File: src/rtl/tpc_pkg.sv
// Shared types and helpers for the test-pattern counter.
package tpc_pkg;

  typedef enum logic {
    DIR_UP   = 1'b0,
    DIR_DOWN = 1'b1
  } dir_e;

  typedef enum logic {
    ST_IDLE = 1'b0,
    ST_RUN  = 1'b1
  } state_e;

  // Value a channel starts from (and wraps back to): 0 counting up, all-ones counting down.
  function automatic logic [63:0] start_value(dir_e dir, int unsigned width);
    logic [63:0] v;
    v = '0;
    if (dir == DIR_DOWN) begin
      v = (64'd1 << width) - 64'd1;
    end
    return v;
  endfunction

endpackage

File: src/rtl/tpc_channel.sv
// One test-pattern channel: dir/step config, counter and wrap-to-start rule.
// Optional wrap flag output is built only with TPC_WRAP_FLAG_EN defined.
module tpc_channel
  import tpc_pkg::*;
#(
  parameter int WIDTH  = 8,
  parameter int STEP_W = 4
) (
  input  logic              clk,
  input  logic              rst_n,
  input  logic              load,
  input  dir_e              load_dir,
  input  logic [STEP_W-1:0] load_step,
  input  logic              advance,
  output logic [WIDTH-1:0]  cnt
`ifdef TPC_WRAP_FLAG_EN
  ,
  output logic              wrap
`endif
);

  localparam logic [WIDTH-1:0] MAX = {WIDTH{1'b1}};

  dir_e              dir_q;
  logic [STEP_W-1:0] step_q;
  logic [WIDTH-1:0]  cnt_q;
  logic [WIDTH-1:0]  step_ext;
  logic [WIDTH-1:0]  start_cnt;
  logic [WIDTH-1:0]  cnt_nxt;
  logic              wrap_now;

  assign step_ext = WIDTH'(step_q);
  assign cnt      = cnt_q;

  // Next value: compare at WIDTH bits before stepping so no overflow is ever formed.
  always_comb begin
    wrap_now  = 1'b0;
    start_cnt = WIDTH'(start_value(dir_q, WIDTH));
    cnt_nxt   = cnt_q;
    if (dir_q == DIR_UP) begin
      wrap_now = (cnt_q > (MAX - step_ext));
      cnt_nxt  = wrap_now ? start_cnt : (cnt_q + step_ext);
    end else begin
      wrap_now = (cnt_q < step_ext);
      cnt_nxt  = wrap_now ? start_cnt : (cnt_q - step_ext);
    end
  end

  // Config and counter registers; a load restarts the channel from its start value.
  always_ff @(posedge clk or negedge rst_n) begin
    if (!rst_n) begin
      dir_q  <= DIR_UP;
      step_q <= STEP_W'(1);
      cnt_q  <= '0;
    end else if (load) begin
      dir_q  <= load_dir;
      step_q <= (load_step == '0) ? STEP_W'(1) : load_step;
      cnt_q  <= WIDTH'(start_value(load_dir, WIDTH));
    end else if (advance) begin
      cnt_q  <= cnt_nxt;
    end
  end

`ifdef TPC_WRAP_FLAG_EN
  // Wrap flag travels with the beat it describes and holds under back-pressure.
  always_ff @(posedge clk or negedge rst_n) begin
    if (!rst_n) begin
      wrap <= 1'b0;
    end else if (load) begin
      wrap <= 1'b0;
    end else if (advance) begin
      wrap <= wrap_now;
    end
  end
`endif

endmodule

File: config.mk
export PLATFORM = sky130hd
export DESIGN_NAME = tpc_channel
export DESIGN_NICKNAME = d
export VERILOG_FILES = /design/src/rtl/tpc_pkg.sv /design/src/rtl/tpc_channel.sv
export SDC_FILE = /design/constraint.sdc
export NUM_CORES = 1
export LEC_CHECK = 0
export BUFFER_PORTS_ARGS = -buffer_cell sky130_fd_sc_hd__buf_2
export CORE_MARGIN = 10
export CORE_UTILIZATION = 30
export DETAILED_ROUTE_END_ITERATION = 16
export GPL_ROUTABILITY_DRIVEN = 0
export SKIP_LAST_GASP = 1
export SLEW_MARGIN = 20
export SYNTH_ARGS = -nofsm -noshare
export SYNTH_HDL_FRONTEND = slang
export SYNTH_SLANG_ARGS = --single-unit
File: constraint.sdc
create_clock -name clk -period 2.99 [get_ports clk]
set_clock_uncertainty 0.1 [all_clocks]
set_input_delay 0.299 -clock clk [delete_from_list [all_inputs] [get_ports clk]]
set_output_delay 0.299 -clock clk [all_outputs]
set_load 0.1 [all_outputs]
==> results of run 1 <==
==> kinds of logic after synthesis <==
kind of cell	Yosys count	synth area share, %
buffers and inverters	22	7.57
muxes	2	1.76
AOI/OAI and AO/OA	43	23.9
and+or+nand+nor	50	22.0
DFF	13	27.1
xor gates and xnor gates	7	5.08
adders and majority gates	11	12.7
==> layout make-up <==
| class | count | area (sq um) |
|---|---|---|
| clock buffers | 4 | 45.0 |
| fillers | 402 | 2400 |
| inverters | 16 | 60.1 |
| multi-input cells | 113 | 788 |
| flip-flops and latches | 13 | 327 |
| well taps | 48 | 60.1 |
| repair buffers | 17 | 90.1 |
==> power by group <==
group          internal (mW)  switching, mW
Clock                 0.0945         0.0720
Combinational          0.148          0.335
Sequential             0.203         0.0452
Total                  0.445          0.452
==> registers in the layout, summed over array words and instances (netlist names) <==
name and cells:
cnt 8, step_q 4, dir_q 1
==> how the worst max path moves through the flow <==
stage / slack [ns] / endpoint / startpoint
after floorplan: 0.14 / cnt[6]$_DFFE_PN0P_ / cnt[2]$_DFFE_PN0P_
after global placement: 0.66 / cnt[6]$_DFFE_PN0P_ / step_q[1]$_DFFE_PN0P_
after detailed placement: 0.66 / cnt[6]$_DFFE_PN0P_ / step_q[1]$_DFFE_PN0P_
after CTS: 0.64 / cnt[6]$_DFFE_PN0P_ / step_q[1]$_DFFE_PN0P_
after global routing: 0.56 / cnt[6]$_DFFE_PN0P_ / step_q[1]$_DFFE_PN0P_
final: 0.65 / cnt[6]$_DFFE_PN0P_ / step_q[1]$_DFFE_PN0P_
==> worst max-delay path: cells and delay by family, from the launching register on <==
| kind | cells | cell delay, ns |
|---|---|---|
| AND/OR/NAND/NOR | 3 | 1.15 |
| flip-flops | 1 | 0.44 |
| adder cells (fa/ha/maj) | 1 | 0.35 |
| AO/OA/AOI/OAI | 2 | 0.15 |
| buffers and inverters | 1 | 0.09 |
==> routing by layer <==
layer / GRT usage (%) / wire length (microns)
met3: 2.83 / 133
met5: 0 / 0
met2: 13.4 / 1400
met1: 12.1 / 1550
met4: 2.92 / 30
==> stage by stage <==
step | power [mW] | hold slack (ns) | area (sq um) | instances | utilization, %
after floorplan | 0.642 | -0.0966 | 1210 | 148 | -
after global placement | 0.732 | 0.119 | 1320 | 206 | 34.9
after detailed placement | 0.729 | 0.119 | 1320 | 206 | 34.9
after CTS | 0.904 | 0.167 | 1370 | 211 | 36.3
after global routing | 0.963 | 0.191 | 1370 | 211 | 36.3
final | 0.898 | 0.172 | 1370 | 211 | 36.3
==> layout by cell type, fill, tap and decap left out, types with 2 or more instances in the layout <==
| master | instances |
|---|---|
| sky130_fd_sc_hd__dfrtp_1 | 12 |
| sky130_fd_sc_hd__nor4_1 | 3 |
| sky130_fd_sc_hd__xnor2_1 | 4 |
| sky130_fd_sc_hd__xor2_1 | 3 |
| sky130_fd_sc_hd__a211o_1 | 3 |
| sky130_fd_sc_hd__o31ai_1 | 2 |
| sky130_fd_sc_hd__buf_2 | 16 |
| sky130_fd_sc_hd__a31oi_1 | 2 |
| sky130_fd_sc_hd__a211oi_1 | 2 |
| sky130_fd_sc_hd__inv_1 | 16 |
| sky130_fd_sc_hd__o21ai_0 | 13 |
| sky130_fd_sc_hd__and3_1 | 2 |
| sky130_fd_sc_hd__nand2_1 | 10 |
| sky130_fd_sc_hd__nand2b_1 | 6 |
| sky130_fd_sc_hd__nor2b_1 | 3 |
| sky130_fd_sc_hd__nor3_1 | 5 |
| sky130_fd_sc_hd__fa_1 | 2 |
| sky130_fd_sc_hd__clkbuf_8 | 3 |
| sky130_fd_sc_hd__ha_1 | 9 |
| sky130_fd_sc_hd__a21oi_1 | 7 |
| sky130_fd_sc_hd__o21a_1 | 3 |
| sky130_fd_sc_hd__nor2_1 | 14 |
==> results list, run 1 <==
- Outcome: finished clean
- The later pin in the worst-skew pair is clocked with a latency of 0.25 ns.
* Slack of the worst reg-to-reg path: 0.65 ns
* Max-cap violation count: 0
* Mapped Cells: 148
* Vias: 1,078
* Number of buffers inserted for hold repair after clock tree synthesis: 1
- Number of warnings reported in the yosys synthesis log: 0
- Async set-or-reset flop fraction in the synthesized netlist: 100%
- The final count of hold timing violations is 0.
- TritonCTS clock tree: done
- Nets@finish: 184
- Number of top-level pins: 17
- Most used DFF post-synth: sky130_fd_sc_hd__dfrtp_1
- Clock transition at path regs: 0.06 ns
* Total GRT Usage: 9.08%
- The final critical path takes up 78.4% of the cycle.
* Setup violators final: 0
- Count of flip-flops with a built-in enable after synthesis: 0
- Setup TNS: 0 ns
- Synthesis instantiated 44 different standard cells from the library.
* Via count normalized by instance count: 5.11
- Unrepaired setup endpoints after global routing: false
- sky130_fd_sc_hd__inv_1 is the most common cell in the netlist.
* Smallest setup slack after layout: 0.646 ns
- In this run the worst hold path is classified as input pin to flop.
- Transition time at the pin with the least slew margin: 0.495 ns
- The first detailed-routing pass ran for 6 iterations.
- Sorting the synthesized cells by area gives the leading types as sky130_fd_sc_hd__dfrtp_1, sky130_fd_sc_hd__ha_1, sky130_fd_sc_hd__o21ai_0.
- Number of input and output port buffers inserted: 16
- Among all stages on the critical path, the largest delay is contributed by sky130_fd_sc_hd__or4b_4.
- Upper clock frequency limit: 427 MHz
- Once the clock tree was built, the resizer swapped 0 gates to a different size.
- The endpoint identified for the worst register-to-register timing path is cnt[6]$_DFFE_PN0P_.
* Standard-cell row count: 22
- Largest net degree at the start of global routing: 18
- Prior to clock tree synthesis, the placed netlist has a worst setup slack of 0.655 ns.
- The total area inside the core boundary comes to 3770 sq um.
* Cell type with the highest aggregate area in the netlist: sky130_fd_sc_hd__dfrtp_1
* Initial antenna violation count: 0
- Startpoint of the lowest-slack register-to-register path: step_q[1]$_DFFE_PN0P_
- Clock buffer count from CTS: 3
- Number of design-rule violations left by the first detailed-router iteration: 149
- Once the clock tree was built, the setup fixing pass inserted 0 buffers.
- The first global-routing pass estimated 5270 microns of wire.
* Startpoint of the most critical hold path: load_step[1]
- Die Span X: 83.4 microns
- The worst register-to-register path has a depth of 7.
- Synth cell count leaders: sky130_fd_sc_hd__inv_1, sky130_fd_sc_hd__nor2_1, sky130_fd_sc_hd__o21ai_0, sky130_fd_sc_hd__dfrtp_1, sky130_fd_sc_hd__nand2_1
* Max Root-Sink Buffers: 2
- Measured against its own limit, the worst slew margin works out to 67.2%.
- Total number of clock tree sinks: 13
* Crit-path max FO: 7
- In this design, the stage delay of the slowest critical-path cell is 0.55 ns.
- After synthesis the netlist holds a flip-flop and latch count of 13.
- After synthesis, the largest area contributor takes up 24.9% of total cell area.
- Die area: 6960 sq um
- Counting instances, the worst hold path has a depth of 3.
- Max-slew violations: 0
- Critical Path Start Type: flop
- The detail route stage leaves a number of antenna-violating nets equal to 0.
- Worst VDD drop: 313 uV
- STA classifies the critical path endpoint as a flop.
- Endpoint required time on the critical path: 3.07 ns
- Cell Chain, Critical Path: inv_1 -> ha_1 -> or4b_4 -> nand3_2 -> a21oi_2 -> or4_4 -> o211ai_2
- The analysis attributes to cell leakage a power of 0.617 nW.
- Post-synthesis average cell area: 8.15 sq um
* Die Y-Extent: 83.4 microns
- Summed over all nets, the half-perimeter wirelength after detailed placement is 2390 microns.
- For this run the aggregate overflow at the end of global routing stands at 0.
- Of the synthesized area, sequential elements account for 27.1%.
- CTS HTree Levels: 1
- The number of global-route vias before repair is 1,061.
* Antenna fix cells: 0
- After layout, the minimum clock period comes to 2.34 ns.
* Fraction of layout instances using a drive strength above 1: 15.3%
- Dividing the detail-routed wire length by the instance count gives 14.7 microns.
- Area growth from synthesis to layout: 13.6%
- Summed over all layers, the routed wires come to 3110 microns.
* Mapped cell area: 1210 sq um
- Pwr/cell area: 655 nW/um^2
- Clock tree synthesis selected as its root buffer the cell sky130_fd_sc_hd__clkbuf_8.
* Residual DRC: 0
* Starting utilization of the core area: 32.0%
- Critical path type: flop to flop
- Syn_nets: 168
- The worst hold path terminates at step_q[1]$_DFFE_PN0P_.
- Data arrives at the worst endpoint at 2.42 ns.
(Power assumes the default switching activity.)
==> run 2, diff against run 1 <==
==> constraint.sdc (replaced) <==
create_clock -name clk -period 2.4 [get_ports clk]
set_clock_uncertainty 0.1 [all_clocks]
set_input_delay 0.24 -clock clk [delete_from_list [all_inputs] [get_ports clk]]
set_output_delay 0.24 -clock clk [all_outputs]
set_load 0.1 [all_outputs]
==> run 2 against run 1 <==
Net effect: sequential power grew 30%; power rose by 29%; final cell count stayed put; first-iteration DRC count fell by 25%; routed wire length is 3.5% higher; critical path depth stayed put; flip-flop and latch count is the same; worst hold slack lost 0.055 ns; global-route usage up 0.22 points; clock power up 23%; design area increased by 3.9%; critical endpoint unchanged; largest power group unchanged.
==> results list, run 2 (synthesis gave the netlist of run 1 again) <==
* Max-Slew Margin vs Limit: 67.6% (+0.41 points)
* Die Y-Extent: 83.4 microns (unchanged)
- Transition time at the pin with the least slew margin: 0.489 ns (-0.00625 ns)
* Clock latency on the worst-skew pair: 0.25 ns (about the same)
- The routed wire length is 3220 microns (+3.5%).
- Outcome: finished clean
- The register clock-pin slew on the reported worst setup and hold paths was 0.06 ns (about the same).
- Number of buffers and inverters on the critical path: 1 (unchanged)
- Total global routing overflow: 0 (unchanged)
- The row count came to 22 (unchanged).
- Unrepaired setup endpoints after global routing: false
- Pwr/cell area: 814 nW/um^2 (+24%)
- Upper clock frequency limit: 432 MHz (+1.3%)
- The total clock buffers created by CTS was 3 (unchanged).
* Worst VDD drop: 464 uV (+48%)
* Number of buffers inserted for hold repair after clock tree synthesis: 1 (unchanged)
- Starting utilization of the core area: 32.0% (unchanged)
* DRT Pass-1 Iters: 4 (-2)
* Vias: 1,110 (+3.0%)
- Initial antenna violation count: 0 (unchanged)
- In the layout the commonest cells are sky130_fd_sc_hd__inv_1, sky130_fd_sc_hd__buf_2, sky130_fd_sc_hd__nor2_1.
* Master cell of the clock root buffer: sky130_fd_sc_hd__clkbuf_8
- The global-route wire length before repair was 5530 microns (+4.8%).
- Slowest cell on crit path: sky130_fd_sc_hd__dfstp_2
- Largest net degree at the start of global routing: 18 (unchanged)
- Number of global-route vias before repair: 1,169 (+10%)
- Area growth from synthesis to layout: 18.1%
- The total setup buffers inserted after CTS came to 0 (unchanged).
- The arrival time at the worst endpoint came to 2.38 ns (-0.04 ns).
* Wire length on met3: 164 microns (+23%)
- Worst hold path cell count: 3 (unchanged)
- The overall die area came to 6960 sq um (unchanged).
- The signal on the critical path passes through inv_1 -> ha_1 -> or4b_4 -> nand3_2 -> a21oi_2 -> or4_4 -> o211ai_2.
* Endpoint with the worst hold slack: step_q[2]$_DFFE_PN0P_
* Count of cell instances traversed by the critical path: 7 (unchanged)
- Largest delay share family, worst path: simple AND/OR/NAND/NOR gates
- Die Span X: 83.4 microns (unchanged)
- The final critical path time including I/O delays and setup was 2.31 ns (-0.0302 ns).
- Startpoint of the most critical hold path: load_step[2]
* Detailed Place HPWL: 2560 microns (+6.9%)
- The final count of hold timing violations is 0 (unchanged).
* Met2 wire len: 1560 microns (+11%)
- Final worst-path cycle share: 96.4% (+18 points)
- Number of design-rule violations left by the first detailed-router iteration: 112 (-25%)
- In this run the critical register-to-register path is captured at cnt[6]$_DFFE_PN0P_.
- The H-tree depth is 1 (unchanged).
- The share of cells above drive strength 1 was 20.2% (+4.9 points).
* Startpoint of the lowest-slack register-to-register path: step_q[0]$_DFFE_PN1P_
* Post-cts repair resize count: 0 (unchanged)
- The count of final setup violators came to 0 (unchanged).
* Total GRT Usage: 9.31% (+0.22 points)
* TritonCTS clock tree: done
- Via count normalized by instance count: 5.26 (+3.0%)
* Crit-path max FO: 7 (unchanged)
- Routed signal wires occupy layers up through met4.
- The final routed wire length divided by cell count came to 15.2 microns (+3.5%).
- Antenna fix cells: 0 (unchanged)
- The worst endpoint required time is 2.47 ns (-0.60 ns).
- Max-cap violation count: 0 (unchanged)
- STA classifies the critical path startpoint as a flop.
- The leakage power total was 0.615 nW (-0.39%).
- Setup TNS: 0 ns (unchanged)
- Tracing the worst setup path back leads to its startpoint at step_q[0]$_DFFE_PN1P_.
- Residual DRC: 0 (unchanged)
* Nets@finish: 184 (unchanged)
- The core box area came to 3770 sq um (unchanged).
- Count of cells along the worst register-to-register path: 7 (unchanged)
- The delay of the slowest cell on the worst path is 0.55 ns (about the same).
- The final count of pins violating max slew is 0 (unchanged).
- Number of top-level pins: 17 (unchanged)
- Max Root-Sink Buffers: 2 (unchanged)
* DRT antenna net count: 0 (unchanged)
* Met1 layer wirelength in the final routing: 1460 microns (-5.4%)
- The total power was 1.16 mW (+29%).
* Slack of the worst reg-to-reg path: 0.09 ns (-0.56 ns)
- The number of I/O port buffers was 16 (unchanged).
- The worst setup path is of the flop to flop kind.
- The path class of the tightest hold or removal check is input pin to flop.
* Element type at the critical path end: flop
* Total number of clock tree sinks: 13 (unchanged)
* Max FFs per register: 8 (unchanged)
## run 2: cell counts in the layout (fill, tap and decap cells not counted)
No cell type changed its count.
## run 2: routing by layer
metal  track usage [%]  up-vias
met5                 0        -
met4              2.77        0
met3              2.05        4
met2              15.6       32
met1              11.5      524
li1                  -      550
## run 2: how the worst max path moves through the flow
stage	slack, ns	to
global route	0.02	cnt[6]$_DFFE_PN0P_
global placement	0.14	cnt[6]$_DFFE_PN0P_
finish	0.09	cnt[6]$_DFFE_PN0P_
CTS	0.08	cnt[6]$_DFFE_PN0P_
detailed placement	0.12	cnt[6]$_DFFE_PN0P_
floorplan	0.002	cnt[6]$_DFFE_PN0P_
## run 2: area by class of cell
cell class / instances / area, sq um
fill: 389 / 2350
multi-input combinational: 113 / 826
sequential: 13 / 343
timing repair buffer: 17 / 90.1
inverter: 16 / 60.1
tap: 48 / 60.1
clock buffer: 4 / 45.0
## run 2: metrics by stage
| stage | cell area [sq um] | std cells | hold WS, ns | util [%] | setup WS (ns) |
|---|---|---|---|---|---|
| final | 1420 | 211 | 0.117 | 37.8 | 0.0859 |
| after global routing | 1420 | 211 | 0.135 | 37.8 | 0.0155 |
| after CTS | 1420 | 211 | 0.113 | 37.8 | 0.0840 |
| after detailed placement | 1370 | 206 | 0.0584 | 36.3 | 0.116 |
| after global placement | 1370 | 206 | 0.0582 | 36.3 | 0.135 |
| after floorplan | 1260 | 148 | -0.156 | - | 0.00170 |
## run 2: power by group
part / internal [mW] / leakage (nW) / switching [mW] / total [mW]
Clock: 0.117 / 0.0228 / 0.0868 / 0.204
Combinational: 0.211 / 0.445 / 0.420 / 0.631
Sequential: 0.262 / 0.147 / 0.0611 / 0.323
## run 2: worst min-delay path, cell delays in order
cell and delay (ns):
sky130_fd_sc_hd__buf_2 0.09, sky130_fd_sc_hd__nand2_1 0.04, sky130_fd_sc_hd__o21ai_0 0.06
==> run 3, diff against run 2 <==
--- a/config.mk
+++ b/config.mk
@@ -5,6 +5,7 @@
 export SDC_FILE = /design/constraint.sdc
 export NUM_CORES = 1
 export LEC_CHECK = 0
+export ABC_AREA = 1
 export BUFFER_PORTS_ARGS = -buffer_cell sky130_fd_sc_hd__buf_2
 export CORE_MARGIN = 10
 export CORE_UTILIZATION = 30
==> run 3 against run 2 <==
Net effect: count of clock-buffer cells in the layout is the same; worst hold slack improved by 0.0022 ns; synthesized area grew 2.0%; combinational power grew 16%; largest cell class unchanged; register-to-register slack gained 0.29 ns; sequential share of layout area is 0.62 points lower; synthesized cell count up 28%; routed wire length rose by 2.5%; setup slack gained 0.29 ns.
==> results list, run 3 <==
- Cell type with the highest aggregate area in the netlist: sky130_fd_sc_hd__dfrtp_1
- Outcome: finished clean
- The row count was 23 (+4.5%).
* Leakage dissipation: 0.757 nW (+23%)
- The final core utilization was 35.3% (-2.4 points).
- The total setup buffers inserted after CTS came to 0 (unchanged).
- The number of instances in the placed design was 253 (+23%).
- The number of sinks driven by the clock tree was 13 (unchanged).
- The largest net degree at the start of global routing came to 14 (-4).
- Max Root-Sink Buffers: 2 (unchanged)
- Non-filler cells, final: 258 (+22%)
- Mapped Cells: 190 (+28%)
- The final count of hold timing violations is 0 (unchanged).
* Synth cell count leaders: sky130_fd_sc_hd__nand2_1, sky130_fd_sc_hd__inv_1, sky130_fd_sc_hd__nor2_1, sky130_fd_sc_hd__nand3_1, sky130_fd_sc_hd__dfrtp_1
- The final-layout setup total negative slack came to 0 ns (unchanged).
- The net count after synthesis was 210 (+25%).
- The overall die area is 7060 sq um (+1.5%).
- Tmin final: 2.02 ns (-0.290 ns)
* Initial antenna violation count: 0 (unchanged)
* Vias: 1,236 (+11%)
- Seq. cell area: 329 sq um (-4.0%)
* Number of global-route vias before repair: 1,291 (+10%)
* Layout fillers: 449 (+15%)
- Critical path type: flop to flop
- The aggregate global routing overflow came to 0 (unchanged).
* Crit-path max FO: 4 (-3)
- Worst VDD drop: 375 uV (-19%)
- Upper clock frequency limit: 494 MHz (+14%)
* Transition time at the pin with the least slew margin: 0.493 ns (+0.00454 ns)
- DRT Pass-1 Iters: 4 (unchanged)
* Total GRT Usage: 9.92% (+0.62 points)
- The H-tree depth was 1 (unchanged).
- The number of diodes added for antenna fixing is 0 (unchanged).
- Number of input and output port buffers inserted: 16 (unchanged)
- In the synthesized netlist the dominant register cell turns out to be sky130_fd_sc_hd__dfrtp_1.
- The count of final setup violators is 0 (unchanged).
- Clock transition at path regs: 0.06 ns (about the same)
- The starting density of the core came to 31.0% (-1.0 points).
* Element type at the critical path end: flop
* Via count normalized by instance count: 4.79 (-8.9%)
- The ratio of total power to cell area was 889 nW/um^2 (+9.2%).
- Number of design-rule violations left by the first detailed-router iteration: 80 (-29%)
- The library cell used most frequently in the layout, excluding fill and tap cells, is sky130_fd_sc_hd__nand2_1.
- The worst max-slew margin expressed relative to the limit is 67.3% (-0.30 points).
- Detailed Place HPWL: 2660 microns (+3.8%)
- Clock latency on the worst-skew pair: 0.25 ns (about the same)
* Master cell of the clock root buffer: sky130_fd_sc_hd__clkbuf_8
- By instance count, the leading cell after synthesis is sky130_fd_sc_hd__nand2_1.
* Number of top-level pins: 17 (unchanged)
- First-pass GRT wire length: 5950 microns (+7.7%)
* Synthesized flop and latch total: 13 (unchanged)
* Mapped cell area: 1230 sq um (+2.0%)
- Max-cap violation count: 0 (unchanged)
* Die Y-Extent: 84.0 microns (+0.75%)
* Total Routed Length: 3290 microns (+2.5%)
* Number of buffers inserted for hold repair after clock tree synthesis: 1 (unchanged)
- The antenna violation net count after detailed routing is 0 (unchanged).
- Post-synthesis average cell area: 6.47 sq um (-21%)
- Critical Path Start Type: flop
* Sequential share of the synthesized area: 26.6% (-0.52 points)
* Die Span X: 84.0 microns (+0.75%)
- The share of the synthesized area in the top cell type is 24.4% (-0.48 points).
* Async set-or-reset flop fraction in the synthesized netlist: 100% (unchanged)
- The total power came to 1.25 mW (+7.6%).
- Data arrival time at the worst-slack endpoint: 2.07 ns (-0.31 ns)
* Fraction of layout instances using a drive strength above 1: 16.3% (-3.9 points)
- The total clock buffers created by CTS came to 3 (unchanged).
- Unrepaired setup endpoints after global routing: false
- Max-slew violations: 0 (unchanged)
- The top cell types in the final layout, fill and taps aside, are sky130_fd_sc_hd__nand2_1, sky130_fd_sc_hd__inv_1, sky130_fd_sc_hd__nor2_1.
- The core box area came to 3970 sq um (+5.3%).
- TritonCTS built the clock tree.
- Area growth from synthesis to layout: 14.0%
- Nets@finish: 229 (+24%)
- The number of gates resized after CTS is 0 (unchanged).
* Synth unique cells: 26 (-41%)
* Class of the worst hold path: input pin to flop
- The area occupied by multi-input gates was 776 sq um (-6.1%).
- The DRC violations left came to 0 (unchanged).
- Count of flip-flops with a built-in enable after synthesis: 0 (unchanged)
- Average wire per cell in the routed design: 12.8 microns (-16%)
- Number of warnings reported in the yosys synthesis log: 0 (unchanged)
- The worst endpoint required time came to 2.45 ns (-0.02 ns).
- Main area contributors after synthesis: sky130_fd_sc_hd__dfrtp_1, sky130_fd_sc_hd__nand2_1, sky130_fd_sc_hd__ha_1
- Max FFs per register: 8 (unchanged)
- The share of the cycle needed by the critical path after routing came to 84.4% (-12 points).
[run 3: changes by cell type after synthesis, sizes merged, moves of 6 or more]
cell	previous run	this run
nand3	2	16
nor2	14	23
nand2b	6	0
inv	16	25
nand2	10	65
[run 3: power breakdown]
part | leakage, nW | total, mW | internal, mW | switching (mW)
sequential | 0.153 | 0.310 | 0.256 | 0.0534
clock | 0.0228 | 0.202 | 0.118 | 0.0847
combinational | 0.581 | 0.735 | 0.200 | 0.535
[run 3: worst paths after layout]
check                      slack [ns]                     to  cells after the start                  start
setup reg to reg                 0.38     cnt[3]$_DFFE_PN0P_                     11     cnt[0]$_DFFE_PN0P_
hold / removal                   0.12  step_q[1]$_DFFE_PN0P_                      3           load_step[1]
min in group asynchronous        0.30     cnt[7]$_DFFE_PN0P_                      2                  rst_n
setup / recovery                 0.38     cnt[3]$_DFFE_PN0P_                     11     cnt[0]$_DFFE_PN0P_
hold reg to reg                  0.41  step_q[0]$_DFFE_PN1P_                      2  step_q[0]$_DFFE_PN1P_
max in group asynchronous        1.61  step_q[0]$_DFFE_PN1P_                      2                  rst_n
[run 3: final cells by class]
type,count,area share [%]
multi-input combinational,148,55.3
sequential,13,23.5
inverter,26,7.14
timing repair buffer,17,6.42
tap,50,4.46
clock buffer,4,3.21
[run 3: metrics by stage]
step	setup WS (ns)	hold WS, ns	cell area [sq um]
floorplan	0.0730	-0.156	1230
global placement	0.457	0.0477	1350
detailed placement	0.411	0.0456	1350
CTS	0.378	0.121	1400
global route	0.165	0.131	1400
finish	0.376	0.120	1400
[run 3: logic make-up after synthesis]
kind of cell | synth area share, %
compound gates | 11.2
xor+xnor | 2.14
buf+inv | 10.4
flops | 26.6
simple gates | 37.3
fa+ha+maj | 12.4
[run 3: worst max-delay path: stages (launching register included)]
cell	delay (ns)
sky130_fd_sc_hd__dfrtp_2	0.37
sky130_fd_sc_hd__inv_1	0.07
sky130_fd_sc_hd__ha_1	0.23
sky130_fd_sc_hd__fa_1	0.41
sky130_fd_sc_hd__nor2_1	0.16
sky130_fd_sc_hd__nor2_1	0.08
sky130_fd_sc_hd__nand2_1	0.12
sky130_fd_sc_hd__nand2_1	0.08
sky130_fd_sc_hd__a21oi_1	0.14
sky130_fd_sc_hd__nand2_1	0.07
sky130_fd_sc_hd__nand2_1	0.05
sky130_fd_sc_hd__nand2_1	0.04
[run 3: layer usage]
layer,vias to the layer above,track usage [%],routed length (microns)
li1,629,-,-
met1,557,12.1,1480
met2,45,16.6,1570
met3,5,1.76,193
met4,0,3.81,50
met5,-,0,0
